$ cat src/rtl/usb_reg_bridge.sv
// usb_reg_bridge: bridge between the FPGA USB parallel bus (address, data,
// active-low strobes) and a byte-wide register file. Level strobes become
// single-cycle reg_read / reg_write pulses and read data is registered back
// to the host. usb_isout is stretched by a short pipeline after each read.
//
// Build option: define USB_REG_BURST_EN to latch the address on usb_alen and
// auto-increment reg_bytecnt after every completed read or write. Without it
// the register address follows the registered host address every cycle.
module usb_reg_bridge #(
    parameter int pADDR_WIDTH    = 21,
    parameter int pBYTECNT_SIZE  = 7,
    parameter int pREG_RDDLY_LEN = 3
) (
    input  logic                                   usb_clk,
    input  logic                                   reset,
    input  logic [7:0]                             usb_din,
    output logic [7:0]                             usb_dout,
    output logic                                   usb_isout,
    input  logic [pADDR_WIDTH-1:0]                 usb_addr,
    input  logic                                   usb_rdn,
    input  logic                                   usb_wrn,
    input  logic                                   usb_cen,
    input  logic                                   usb_alen,
    output logic [pADDR_WIDTH-pBYTECNT_SIZE-1:0]   reg_address,
    output logic [pBYTECNT_SIZE-1:0]               reg_bytecnt,
    output logic [7:0]                             reg_datao,
    input  logic [7:0]                             reg_datai,
    output logic                                   reg_read,
    output logic                                   reg_write,
    output logic                                   reg_addrvalid
);

    typedef enum logic [1:0] {
        ST_IDLE = 2'd0,
        ST_RD   = 2'd1,
        ST_WR   = 2'd2,
        ST_WAIT = 2'd3
    } state_t;

    // Registered (S1) copies of the host bus; every decision uses these.
    logic [pADDR_WIDTH-1:0] addr_r;
    logic [7:0]             din_r;
    logic                   rdn_r;
    logic                   wrn_r;
    logic                   cen_r;

    logic                   rd_act;
    logic                   wr_act;

    state_t                 state;
    state_t                 state_nxt;
    logic                   rd_start;
    logic                   wr_start;

    logic [pREG_RDDLY_LEN-1:0] rd_dly;

    // Input stage: sample host bus once before any decoding.
    // NOTE: the strobe copies reset to 0, which reads as "read and write both
    // active"; together with the WAIT reset state this blocks any pulse until
    // the host has released its strobes after reset.
    always_ff @(posedge usb_clk) begin
        if (reset) begin
            addr_r <= '0;
            din_r  <= '0;
            rdn_r  <= 1'b0;
            wrn_r  <= 1'b0;
            cen_r  <= 1'b0;
        end else begin
            // NOTE: sequential state uses non-blocking assignments so every
            // flop samples the pre-edge value of its neighbours.
            addr_r <= usb_addr;
            din_r  <= usb_din;
            rdn_r  <= usb_rdn;
            wrn_r  <= usb_wrn;
            cen_r  <= usb_cen;
        end
    end

    // A strobe only counts while chip enable is low.
    assign rd_act = ~cen_r & ~rdn_r;
    assign wr_act = ~cen_r & ~wrn_r;

    // Strobe FSM state register.
    always_ff @(posedge usb_clk) begin
        if (reset) begin
            state <= ST_WAIT;
        end else begin
            state <= state_nxt;
        end
    end

    // Strobe FSM next-state and access-start decode.
    // NOTE: every output of this block gets a default first, so no path can
    // leave a value unassigned and infer a latch.
    always_comb begin
        state_nxt = state;
        rd_start  = 1'b0;
        wr_start  = 1'b0;
        unique case (state)
            ST_IDLE: begin
                if (rd_act && !wr_act) begin
                    state_nxt = ST_RD;
                    rd_start  = 1'b1;
                end else if (wr_act && !rd_act) begin
                    state_nxt = ST_WR;
                    wr_start  = 1'b1;
                end else if (rd_act && wr_act) begin
                    state_nxt = ST_WAIT;
                end
            end
            ST_RD: begin
                if (!rd_act) state_nxt = ST_IDLE;
            end
            ST_WR: begin
                if (!wr_act) state_nxt = ST_IDLE;
            end
            ST_WAIT: begin
                if (!rd_act && !wr_act) state_nxt = ST_IDLE;
            end
            default: state_nxt = ST_WAIT;
        endcase
    end

    // Access pulses, write-data capture and read-data return.
    always_ff @(posedge usb_clk) begin
        if (reset) begin
            reg_read  <= 1'b0;
            reg_write <= 1'b0;
            reg_datao <= '0;
            usb_dout  <= '0;
        end else begin
            reg_read  <= rd_start;
            reg_write <= wr_start;
            if (wr_start) begin
                reg_datao <= din_r;
            end
            if (reg_read) begin
                usb_dout <= reg_datai;
            end
        end
    end

    // Read-direction stretch: remembers the last cycles spent in RD.
    always_ff @(posedge usb_clk) begin
        if (reset) begin
            rd_dly <= '0;
        end else begin
            rd_dly[0] <= (state == ST_RD);
            for (int i = 1; i < pREG_RDDLY_LEN; i++) begin
                rd_dly[i] <= rd_dly[i-1];
            end
        end
    end

    assign usb_isout = (state == ST_RD) | (|rd_dly);

`ifdef USB_REG_BURST_EN
    localparam logic [pBYTECNT_SIZE-1:0] BYTE_ONE = 1;

    logic alen_r;
    logic bus_done;
    logic addr_latch;

    // Address latch enable gets its own S1 flop in burst mode only.
    always_ff @(posedge usb_clk) begin
        if (reset) begin
            alen_r <= 1'b0;
        end else begin
            alen_r <= usb_alen;
        end
    end

    // A completed read or write returns the FSM to IDLE; WAIT exits do not count.
    assign bus_done   = ((state == ST_RD) & ~rd_act) | ((state == ST_WR) & ~wr_act);
    // A latch request in IDLE, or on the same edge as a completion, takes priority.
    assign addr_latch = ~alen_r & ((state == ST_IDLE) | bus_done);

    // Burst address register: load on latch, step the byte count per access.
    always_ff @(posedge usb_clk) begin
        if (reset) begin
            reg_address   <= '0;
            reg_bytecnt   <= '0;
            reg_addrvalid <= 1'b0;
        end else if (addr_latch) begin
            reg_address   <= addr_r[pADDR_WIDTH-1:pBYTECNT_SIZE];
            reg_bytecnt   <= addr_r[pBYTECNT_SIZE-1:0];
            reg_addrvalid <= 1'b1;
        end else if (bus_done) begin
            reg_bytecnt   <= reg_bytecnt + BYTE_ONE;
        end
    end
`else
    logic alen_unused;

    // Address latch enable has no meaning without burst mode.
    assign alen_unused = usb_alen;

    // Register address tracks the sampled host address directly.
    assign reg_address = addr_r[pADDR_WIDTH-1:pBYTECNT_SIZE];
    assign reg_bytecnt = addr_r[pBYTECNT_SIZE-1:0];

    // Address is valid from the first cycle out of reset.
    always_ff @(posedge usb_clk) begin
        if (reset) begin
            reg_addrvalid <= 1'b0;
        end else begin
            reg_addrvalid <= 1'b1;
        end
    end
`endif

endmodule

$ cat config.mk
export PLATFORM = sky130hd
export DESIGN_NAME = usb_reg_bridge
export DESIGN_NICKNAME = d
export VERILOG_FILES = /design/src/rtl/usb_reg_bridge.sv
export SDC_FILE = /design/constraint.sdc
export NUM_CORES = 1
export LEC_CHECK = 0
export ABC_AREA = 0
export BUFFER_PORTS_ARGS = -buffer_cell sky130_fd_sc_hd__buf_2
export CELL_PAD_IN_SITES_DETAIL_PLACEMENT = 1
export CELL_PAD_IN_SITES_GLOBAL_PLACEMENT = 2
export CORE_ASPECT_RATIO = 0.6
export CORE_MARGIN = 2
export CORE_UTILIZATION = 26
export DETAILED_ROUTE_END_ITERATION = 8
export PLACE_DENSITY_LB_ADDON = 0.1
export SYNTH_ARGS = -nofsm -noshare
export SYNTH_HDL_FRONTEND = slang
export SYNTH_SLANG_ARGS = --single-unit
$ cat constraint.sdc
create_clock -name usb_clk -period 1.5 [get_ports usb_clk]
set_input_delay 0.3 -clock usb_clk [delete_from_list [all_inputs] [get_ports usb_clk]]
set_output_delay 0.3 -clock usb_clk [all_outputs]
set_load 0.01 [all_outputs]
==> impl_metrics.env, run 1 <==
export IMPL_synth_warning_count=0
export IMPL_fin_skew_ns=0.00794
export IMPL_synth_distinct_cells=21
export IMPL_dp_hpwl_um=2980
export IMPL_final_layout_size_suffix_gt1_frac=0.426
export IMPL_yosys_top_cells_count="dfxtp_1 (56), nor2b_1 (36), nor2_1 (18), mux2i_1 (17), buf_2 (4)"
export IMPL_die_w_um=110
export IMPL_dieArea_um2=7390
export IMPL_drc=0
export IMPL_crit_path_max_fanout=2
export IMPL_cp_required_ns=1.20
export IMPL_critical_path_class="reg -> out"
export IMPL_setup_slack_ns=-0.121
export IMPL_p_leak_nw=1.10
export IMPL_syn_mean_instance_area_um2=11.5
export IMPL_synth_seq_cells=56
export IMPL_cts_max_path_buffers=2
export IMPL_grt_pass1_vias=1366
export IMPL_irDropWorstVdd_mv=0.360
export IMPL_status="complete, but fails checks"
export IMPL_power_density_nw_per_um2=1150
export IMPL_grt_max_degree=34
export IMPL_max_freq_ghz=0.617
export IMPL_violations="negative setup slack"
export IMPL_clock_latency_ns=0.30
export IMPL_setup_viol=1
export IMPL_fillers=779
export IMPL_gp_congestion=0.693
export IMPL_endpoint_kind="output port"
export IMPL_io_buffers=82
export IMPL_antenna_left=0
export IMPL_htree_levels=2
export IMPL_grt_pass1_wl_um=6000
export IMPL_regArea_um2=1130
export IMPL_worstPathArrival_ns=1.32
export IMPL_drtIter0Drc=8
export IMPL_wl_per_cell_um=11.7
export IMPL_antenna_cells=0
export IMPL_numCtsBuffers=5
export IMPL_start_kind="flip-flop"
export IMPL_cts_sinks=56
export IMPL_rr_worst_depth=6
export IMPL_yosys_area_top_type="dfxtp_1"
export IMPL_io_pins=84
export IMPL_nets=280
export IMPL_syn_area_um2=1740
export IMPL_antenna_found_initial=0
export IMPL_critical_path_cell_chain="nor2b_1 -> or4_1 -> buf_2"
export IMPL_root_buffer="clkbuf_8"
export IMPL_viasPerCell=4.01
export IMPL_wirelength_um=3800
export IMPL_hold_class="in -> reg"
export IMPL_num_rows=23
export IMPL_syn_to_final_growth_pct=37.1
export IMPL_max_stage_delay_ns=0.40
export IMPL_grt_overflow=0
export IMPL_syn_instance_count=152
export IMPL_route_vias_total=1298
export IMPL_initial_core_util=0.264
export IMPL_cts_tree="yes"
export IMPL_rsz0062_at_grt="true"
export IMPL_max_slew_margin=0.732
export IMPL_synth_top_area_frac=0.644
export IMPL_fin_crit_sh=1.08
export IMPL_synth_most_common_cell="dfxtp_1"
export IMPL_die_h_um=67.4
export IMPL_grt_util_all_layers=0.107
export IMPL_multi_input_area_um2=574
export IMPL_fin_hold_ws_ns=0.200
export IMPL_fin_crit_ns=1.62
export IMPL_yosys_top_cells_area="dfxtp_1 (64%), nor2b_1 (13%), mux2i_1 (9.8%), nor2_1 (3.9%), buf_2 (1.1%)"
export IMPL_final_cells=324
export IMPL_firstDrtPassIters=4
export IMPL_report_power_total_mw=2.75
export IMPL_worst_slew_pin_slew_ns=0.402
export IMPL_hold_depth=2
export IMPL_core_area_um2=6590
export IMPL_slew_violations=0
export IMPL_clk_pin_slew_worst_paths_ns=0.10
export IMPL_synth_main_ff_cell="dfxtp_1"
export IMPL_drv_cap=0
export IMPL_hold_violations=0
export IMPL_postSynthNetCount=196
export IMPL_yosysSeqAreaShare=0.644
export IMPL_cp_slowest_cell="or4_1"
export IMPL_dp_cells=315
export IMPL_synth_async_sr_flop_share=0
export IMPL_synth_edf_count=0
-- worst max-delay path: cells and delay by family, from the launching register on --
kind                   cells  cell delay, ns
and+or+nand+nor            2            0.53
DFF                        1            0.35
buffers and inverters      1            0.16
-- logic make-up (layout without fill, tap and decap cells) --
logic type | count (synthesis) | in the layout | synth area share
fa+ha+maj | 1 | 1 | 0.00718
flops | 56 | 56 | 0.644
compound gates | 4 | 4 | 0.0187
buf+inv | 11 | 96 | 0.0309
mux | 17 | 17 | 0.0977
simple gates | 63 | 63 | 0.202
-- what timing repair did --
item                                    CTS  global route
hold buffers                              0             0
setup buffers                             1             0
gates resized for setup                   3             7
endpoints found under the setup margin    1            10
-- metal layers --
| metal | track usage | part of all wire |
|---|---|---|
| met5 | 0 | 0 |
| met2 | 0.175 | 0.45 |
| met4 | 0.0396 | 0.012 |
| met1 | 0.124 | 0.43 |
| met3 | 0.0512 | 0.11 |
-- state kept, by name, summed over array words and instances, names as in the netlist, 2 cells and up --
register / flops
state: 2
usb_dout: 8
reg_datao: 8
din_r: 8
addr_r: 21
rd_dly: 3
-- area by class of cell --
| cell class | instances | share of cell area |
|---|---|---|
| clock buffers | 5 | 0.0288 |
| clock inverters | 3 | 0.0178 |
| inverters | 3 | 0.00472 |
| multi-input cells | 85 | 0.241 |
| flip-flops and latches | 56 | 0.474 |
| well taps | 87 | 0.0456 |
| repair buffers | 85 | 0.188 |
-- power breakdown --
part	leakage, nW	switching (mW)	internal [mW]
sequential	0.462	0.0236	1.54
combinational	0.585	0.104	0.118
clock	0.0541	0.468	0.495
-- final timing paths --
kind	start	end	slack (ns)
worst min-delay path	usb_addr[19]	addr_r[19]	0.20
worst min register to register	state[1]	reg_read	0.47
worst max-delay path	state[0]	usb_isout	-0.12
worst max register to register	cen_r	reg_datao[5]	0.12
-- placed cells by master (no fill, tap or decap), types with 2 or more instances in the layout --
master and n:
dfxtp_2 3, buf_2 82, nor2b_1 36, nor2_1 17
mux2i_1 17, inv_1 3, nand2_1 2, dfxtp_1 51
clkbuf_8 5, dfxtp_4 2
-- metrics by stage --
stage / area [µm²] / setup WS, ns / util / TNS, ns
6_report: 2390 / -0.121 / 0.362 / -0.121
3_5_place_dp: 2250 / 0.0543 / 0.341 / 0
3_3_place_gp: 2250 / 0.100 / 0.341 / 0
2_1_floorplan: 1740 / 0.219 / - / 0
5_1_grt: 2390 / -0.179 / 0.362 / -0.179
4_1_cts: 2370 / -0.144 / 0.360 / -0.144
Note: power is estimated with default switching activity, not from simulation.
==> inputs of run 2 (changes only) <==
--- a/config.mk
+++ b/config.mk
@@ -5,7 +5,7 @@
 export SDC_FILE = /design/constraint.sdc
 export NUM_CORES = 1
 export LEC_CHECK = 0
-export ABC_AREA = 0
+export ABC_AREA = 1
 export BUFFER_PORTS_ARGS = -buffer_cell sky130_fd_sc_hd__buf_2
 export CELL_PAD_IN_SITES_DETAIL_PLACEMENT = 1
 export CELL_PAD_IN_SITES_GLOBAL_PLACEMENT = 2
@@ -14,6 +14,7 @@
 export CORE_UTILIZATION = 26
 export DETAILED_ROUTE_END_ITERATION = 8
 export PLACE_DENSITY_LB_ADDON = 0.1
+export SLEW_MARGIN = 30
 export SYNTH_ARGS = -nofsm -noshare
 export SYNTH_HDL_FRONTEND = slang
 export SYNTH_SLANG_ARGS = --single-unit
==> constraint.sdc (replaced) <==
create_clock -name usb_clk -period 2.1 [get_ports usb_clk]
set_input_delay 0.42 -clock usb_clk [delete_from_list [all_inputs] [get_ports usb_clk]]
set_output_delay 0.42 -clock usb_clk [all_outputs]
set_load 0.01 [all_outputs]
==> impl_metrics.env, run 2 <==
export IMPL_final_layout_size_suffix_gt1_frac=0.341
export IMPL_synth_most_common_cell="nor2_1"
export IMPL_endpoint_kind="output port"
export IMPL_slew_violations=0
export IMPL_start_kind="flip-flop"
export IMPL_largest_reg_flops=21
export IMPL_hold_violations=0
export IMPL_crit_path_max_fanout=3
export IMPL_dieArea_um2=7570
export IMPL_top_register="addr_r"
export IMPL_cts_max_path_buffers=2
export IMPL_postSynthNetCount=255
export IMPL_layout_common_cells="buf_2 (82), nor2_1 (69), dfxtp_1 (56), inv_1 (37), o21ai_1 (10)"
export IMPL_synth_main_ff_cell="dfxtp_1"
export IMPL_gp_congestion=0.649
export IMPL_antenna_left=0
export IMPL_critical_path_class="reg -> out"
export IMPL_synth_async_sr_flop_share=0
export IMPL_r2r_end="reg_datao[2]"
export IMPL_rr_worst_depth=7
export IMPL_irDropWorstVdd_mv=0.294
export IMPL_hold_class="in -> reg"
export IMPL_r2r_start="cen_r"
export IMPL_syn_area_um2=1790
export IMPL_yosysSeqAreaShare=0.628
export IMPL_drtIter0Drc=21
export IMPL_grt_overflow=0
export IMPL_grt_util_all_layers=0.112
export IMPL_grt_pass1_vias=1430
export IMPL_worstPathArrival_ns=1.05
export IMPL_report_power_total_mw=2.11
export IMPL_firstDrtPassIters=4
export IMPL_clock_latency_ns=0.29
export IMPL_drc=0
export IMPL_synth_seq_cells=56
export IMPL_root_buffer="clkbuf_16"
export IMPL_fin_skew_ns=0.00163
export IMPL_power_density_nw_per_um2=874
export IMPL_core_area_um2=6650
export IMPL_synth_distinct_cells=17
export IMPL_max_freq_ghz=0.679
export IMPL_dp_slack_ns=0.707
export IMPL_dp_hpwl_um=3040
export IMPL_p_leak_nw=1.33
export IMPL_syn_instance_count=211
export IMPL_final_common_cell="buf_2"
export IMPL_htree_levels=2
export IMPL_synth_edf_count=0
export IMPL_r2r_slack_ns=0.72
export IMPL_antenna_cells=0
export IMPL_syn_mean_instance_area_um2=8.46
export IMPL_synth_warning_count=0
export IMPL_fin_crit_ns=1.47
export IMPL_num_rows=23
export IMPL_cts_resized=0
export IMPL_fin_hold_ws_ns=0.328
export IMPL_yosys_top_cells_count="nor2_1 (69), dfxtp_1 (56), inv_1 (37), o21ai_1 (10), nand2_1 (7)"
export IMPL_cts_sinks=56
export IMPL_holdPathEnd="addr_r[0]"
export IMPL_clk_pin_slew_worst_paths_ns=0.07
export IMPL_cp_required_ns=1.68
export IMPL_drv_cap=0
export IMPL_max_slew_margin=0.742
export IMPL_io_buffers=82
export IMPL_nets=340
export IMPL_route_vias_total=1482
export IMPL_initial_core_util=0.269
export IMPL_cts_setup_buffers=0
export IMPL_grt_max_degree=22
export IMPL_yosys_top_cells_area="dfxtp_1 (63%), nor2_1 (15%), inv_1 (7.8%), o21ai_1 (2.8%), o21ai_0 (1.7%)"
export IMPL_setup_slack_ns=0.628
export IMPL_setup_viol=0
export IMPL_synth_top_area_frac=0.628
export IMPL_hold_start="usb_addr[0]"
export IMPL_fin_crit_sh=0.701
export IMPL_syn_to_final_growth_pct=35.5
export IMPL_wl_per_cell_um=10.9
export IMPL_antenna_found_initial=0
export IMPL_hold_depth=3
export IMPL_hold_buffers=0
export IMPL_cts_tree="yes"
export IMPL_numCtsBuffers=5
export IMPL_status="finished clean"
export IMPL_yosys_area_top_type="dfxtp_1"
export IMPL_tns_ns=0
export IMPL_worst_slew_pin_slew_ns=0.387
export IMPL_die_w_um=111
export IMPL_rsz0062_at_grt="false"
export IMPL_io_pins=84
export IMPL_die_h_um=68.2
export IMPL_grt_pass1_wl_um=6610
export IMPL_viasPerCell=3.87
export IMPL_wirelength_um=4180
-- run 2: cell types whose count changed in the layout (fill, tap and decap cells not counted), moves of 10 or more --
cell and change:
inv_1 +34, mux2i_1 -17, nor2_1 +52, nor2b_1 -36, o21ai_1 +10
-- run 2: power breakdown --
part	internal, mW	switching, mW
registers	1.11	0.0191
clock network	0.435	0.356
logic	0.0832	0.111
-- run 2: area by class of cell --
type	instances	area (µm²)
Timing Repair Buffer	83	418
Fill cell	824	4230
Clock buffer	6	129
Inverter	42	158
Sequential cell	56	1120
Tap cell	87	109
Clock inverter	1	5.00
Multi-Input combinational cell	108	479
-- run 2: metrics by stage --
step / instances / util / area, µm²
after floorplan: 211 / - / 1790
after global placement: 376 / 0.344 / 2280
after detailed placement: 376 / 0.344 / 2280
after CTS: 383 / 0.364 / 2420
after global routing: 383 / 0.364 / 2420
final: 383 / 0.364 / 2420
-- run 2: worst max-delay path, cell delays in order, from the launching register on --
cell and delay [ns]:
dfxtp_1 0.38, inv_2 0.08, nand2_1 0.09, nand3_1 0.07
buf_2 0.14
-- run 2: cell families (layout without fill, tap and decap cells) --
kind of cell / count (synthesis) / in the layout / synth area share
flip-flops: 56 / 56 / 0.628
AO/OA/AOI/OAI: 18 / 18 / 0.0505
buffers and inverters: 47 / 132 / 0.104
adder cells (fa/ha/maj): 1 / 1 / 0.00701
AND/OR/NAND/NOR: 89 / 89 / 0.211
-- run 2: how the worst max path moves through the flow --
stage                  start           end  cells past startpoint
detailed placement     cen_r      state[1]                      8
global placement       cen_r  reg_datao[4]                      7
CTS                 state[1]     usb_isout                      4
finish              state[1]     usb_isout                      4
global route        state[1]     usb_isout                      4
floorplan              cen_r      state[0]                      8
-- run 2: routing by layer --
layer / vias up / track usage / wire, µm
met2: 44 / 0.182 / 1770
li1: 788 / - / -
met4: 0 / 0.0516 / 73
met1: 642 / 0.131 / 2000
met5: - / 0 / 0
met3: 8 / 0.0487 / 338
==> inputs of run 3 (changes only) <==
--- a/config.mk
+++ b/config.mk
@@ -11,7 +11,7 @@
 export CELL_PAD_IN_SITES_GLOBAL_PLACEMENT = 2
 export CORE_ASPECT_RATIO = 0.6
 export CORE_MARGIN = 2
-export CORE_UTILIZATION = 26
+export CORE_UTILIZATION = 24
 export DETAILED_ROUTE_END_ITERATION = 8
 export PLACE_DENSITY_LB_ADDON = 0.1
 export SLEW_MARGIN = 30
==> constraint.sdc (replaced) <==
create_clock -name usb_clk -period 1.4 [get_ports usb_clk]
set_input_delay 0.28 -clock usb_clk [delete_from_list [all_inputs] [get_ports usb_clk]]
set_output_delay 0.28 -clock usb_clk [all_outputs]
set_load 0.01 [all_outputs]
==> impl_metrics.env, run 3 (same netlist as run 2, synthesis figures left out) <==
export IMPL_status="finished clean"
export IMPL_max_freq_ghz=0.755
export IMPL_dp_hpwl_um=3170
export IMPL_fin_crit_sh=0.946
export IMPL_grt_util_all_layers=0.110
export IMPL_cp_slowest_cell="dfxtp_1"
export IMPL_hold_class="in -> reg"
export IMPL_clk_pin_slew_worst_paths_ns=0.06
export IMPL_final_layout_size_suffix_gt1_frac=0.357
export IMPL_cts_sinks=56
export IMPL_drv_cap=0
export IMPL_worstPathArrival_ns=1.04
export IMPL_cts_max_path_buffers=2
export IMPL_clock_latency_ns=0.29
export IMPL_cts_tree="yes"
export IMPL_root_buffer="clkbuf_16"
export IMPL_largest_reg_flops=21
export IMPL_max_slew_margin=0.789
export IMPL_tns_ns=0
export IMPL_drc=0
export IMPL_drtIter0Drc=43
export IMPL_nets=345
export IMPL_holdPathEnd="cen_r"
export IMPL_setup_viol=0
export IMPL_fin_crit_ns=1.32
export IMPL_firstDrtPassIters=4
export IMPL_viasPerCell=3.71
export IMPL_max_stage_delay_ns=0.38
export IMPL_grt_pass1_wl_um=6940
export IMPL_hold_depth=3
export IMPL_cp_required_ns=1.12
export IMPL_htree_levels=2
export IMPL_gp_congestion=0.697
export IMPL_route_vias_total=1499
export IMPL_top_register="addr_r"
export IMPL_initial_core_util=0.247
export IMPL_grt_overflow=0
export IMPL_r2r_slack_ns=0.13
export IMPL_hold_start="usb_cen"
export IMPL_io_buffers=82
export IMPL_antenna_found_initial=0
export IMPL_dp_slack_ns=0.100
export IMPL_die_w_um=115
export IMPL_grt_max_degree=20
export IMPL_layout_common_cells="buf_2 (82), nor2_1 (69), dfxtp_1 (55), inv_1 (37), o21ai_1 (10)"
export IMPL_antenna_left=0
export IMPL_power_density_nw_per_um2=1340
export IMPL_p_leak_nw=1.36
export IMPL_fin_skew_ns=0.00405
export IMPL_irDropWorstVdd_mv=0.457
export IMPL_wl_per_cell_um=10.4
export IMPL_dieArea_um2=8170
export IMPL_die_h_um=70.8
export IMPL_setup_slack_ns=0.0760
export IMPL_critical_path_class="reg -> out"
export IMPL_critical_path_cell_chain="inv_2 -> nand2_1 -> nand3_1 -> buf_2"
export IMPL_hold_buffers=0
export IMPL_start_kind="flip-flop"
export IMPL_antenna_cells=0
export IMPL_wirelength_um=4190
export IMPL_final_common_cell="buf_2"
export IMPL_worst_slew_pin_slew_ns=0.313
export IMPL_cts_setup_buffers=0
export IMPL_slew_violations=0
export IMPL_rsz0062_at_grt="false"
export IMPL_rr_worst_depth=8
export IMPL_r2r_start="cen_r"
export IMPL_grt_pass1_vias=1538
export IMPL_syn_to_final_growth_pct=40.0
export IMPL_num_rows=24
export IMPL_endpoint_kind="output port"
export IMPL_hold_violations=0
export IMPL_numCtsBuffers=5
export IMPL_core_area_um2=7240
export IMPL_crit_path_max_fanout=3
export IMPL_r2r_end="state[1]"
export IMPL_io_pins=84
==> run 3: changes by cell type in the layout (fill, tap and decap cells not counted), sizes merged <==
| cell | previous run | this run |
|---|---|---|
| buf | 83 | 88 |
| bufinv | 0 | 1 |
| clkbuf | 6 | 5 |
| clkinv | 1 | 0 |
==> run 3: repair_timing <==
action                                  4_1_cts  5_1_grt
endpoints found under the hold margin         0        0
endpoints found under the setup margin        0        1
gates resized for setup                       0        1
==> run 3: stage by stage <==
step	instance area [µm²]	hold slack (ns)	util	power, mW	cells
floorplan	1790	0.387	-	1.89	211
global placement	2340	0.409	0.324	2.03	398
detailed placement	2340	0.420	0.324	2.03	398
CTS	2500	0.182	0.345	3.42	404
global route	2500	0.191	0.345	3.54	404
finish	2500	0.186	0.345	3.35	404
==> run 3: cell type report <==
cell class,count,area (µm²)
clock buffers,5,125
clock inverters,1,30.0
fillers,896,4740
inverters,42,158
multi-input cells,108,479
flip-flops and latches,56,1120
well taps,104,130
repair buffers,88,455
==> run 3: report_power, final <==
part           total [mW]  switching [mW]  internal (mW)
Clock                1.36           0.535          0.825
Combinational       0.297           0.166          0.131
Sequential           1.69          0.0287           1.66
==> run 3: how the worst max path moves through the flow <==
stage	from	to	slack, ns	cells after the start
final	state[1]	usb_isout	0.08	4
after global routing	state[1]	usb_isout	0.002	4
after CTS	state[1]	usb_isout	0.05	4
after detailed placement	cen_r	state[1]	0.10	8
after global placement	cen_r	state[1]	0.11	8
after floorplan	cen_r	state[0]	0.14	8
==> run 3: per-layer routing <==
layer / routed length [µm] / GRT usage
met1: 2070 / 0.144
met4: 57 / 0.0442
met3: 363 / 0.0471
met5: 0 / 0
met2: 1690 / 0.159
==> run 3: critical path: cells and delay by family (launching register included) <==
| family | cells | cell delay (ns) |
|---|---|---|
| flops | 1 | 0.38 |
| simple gates | 2 | 0.16 |
| buf+inv | 2 | 0.23 |
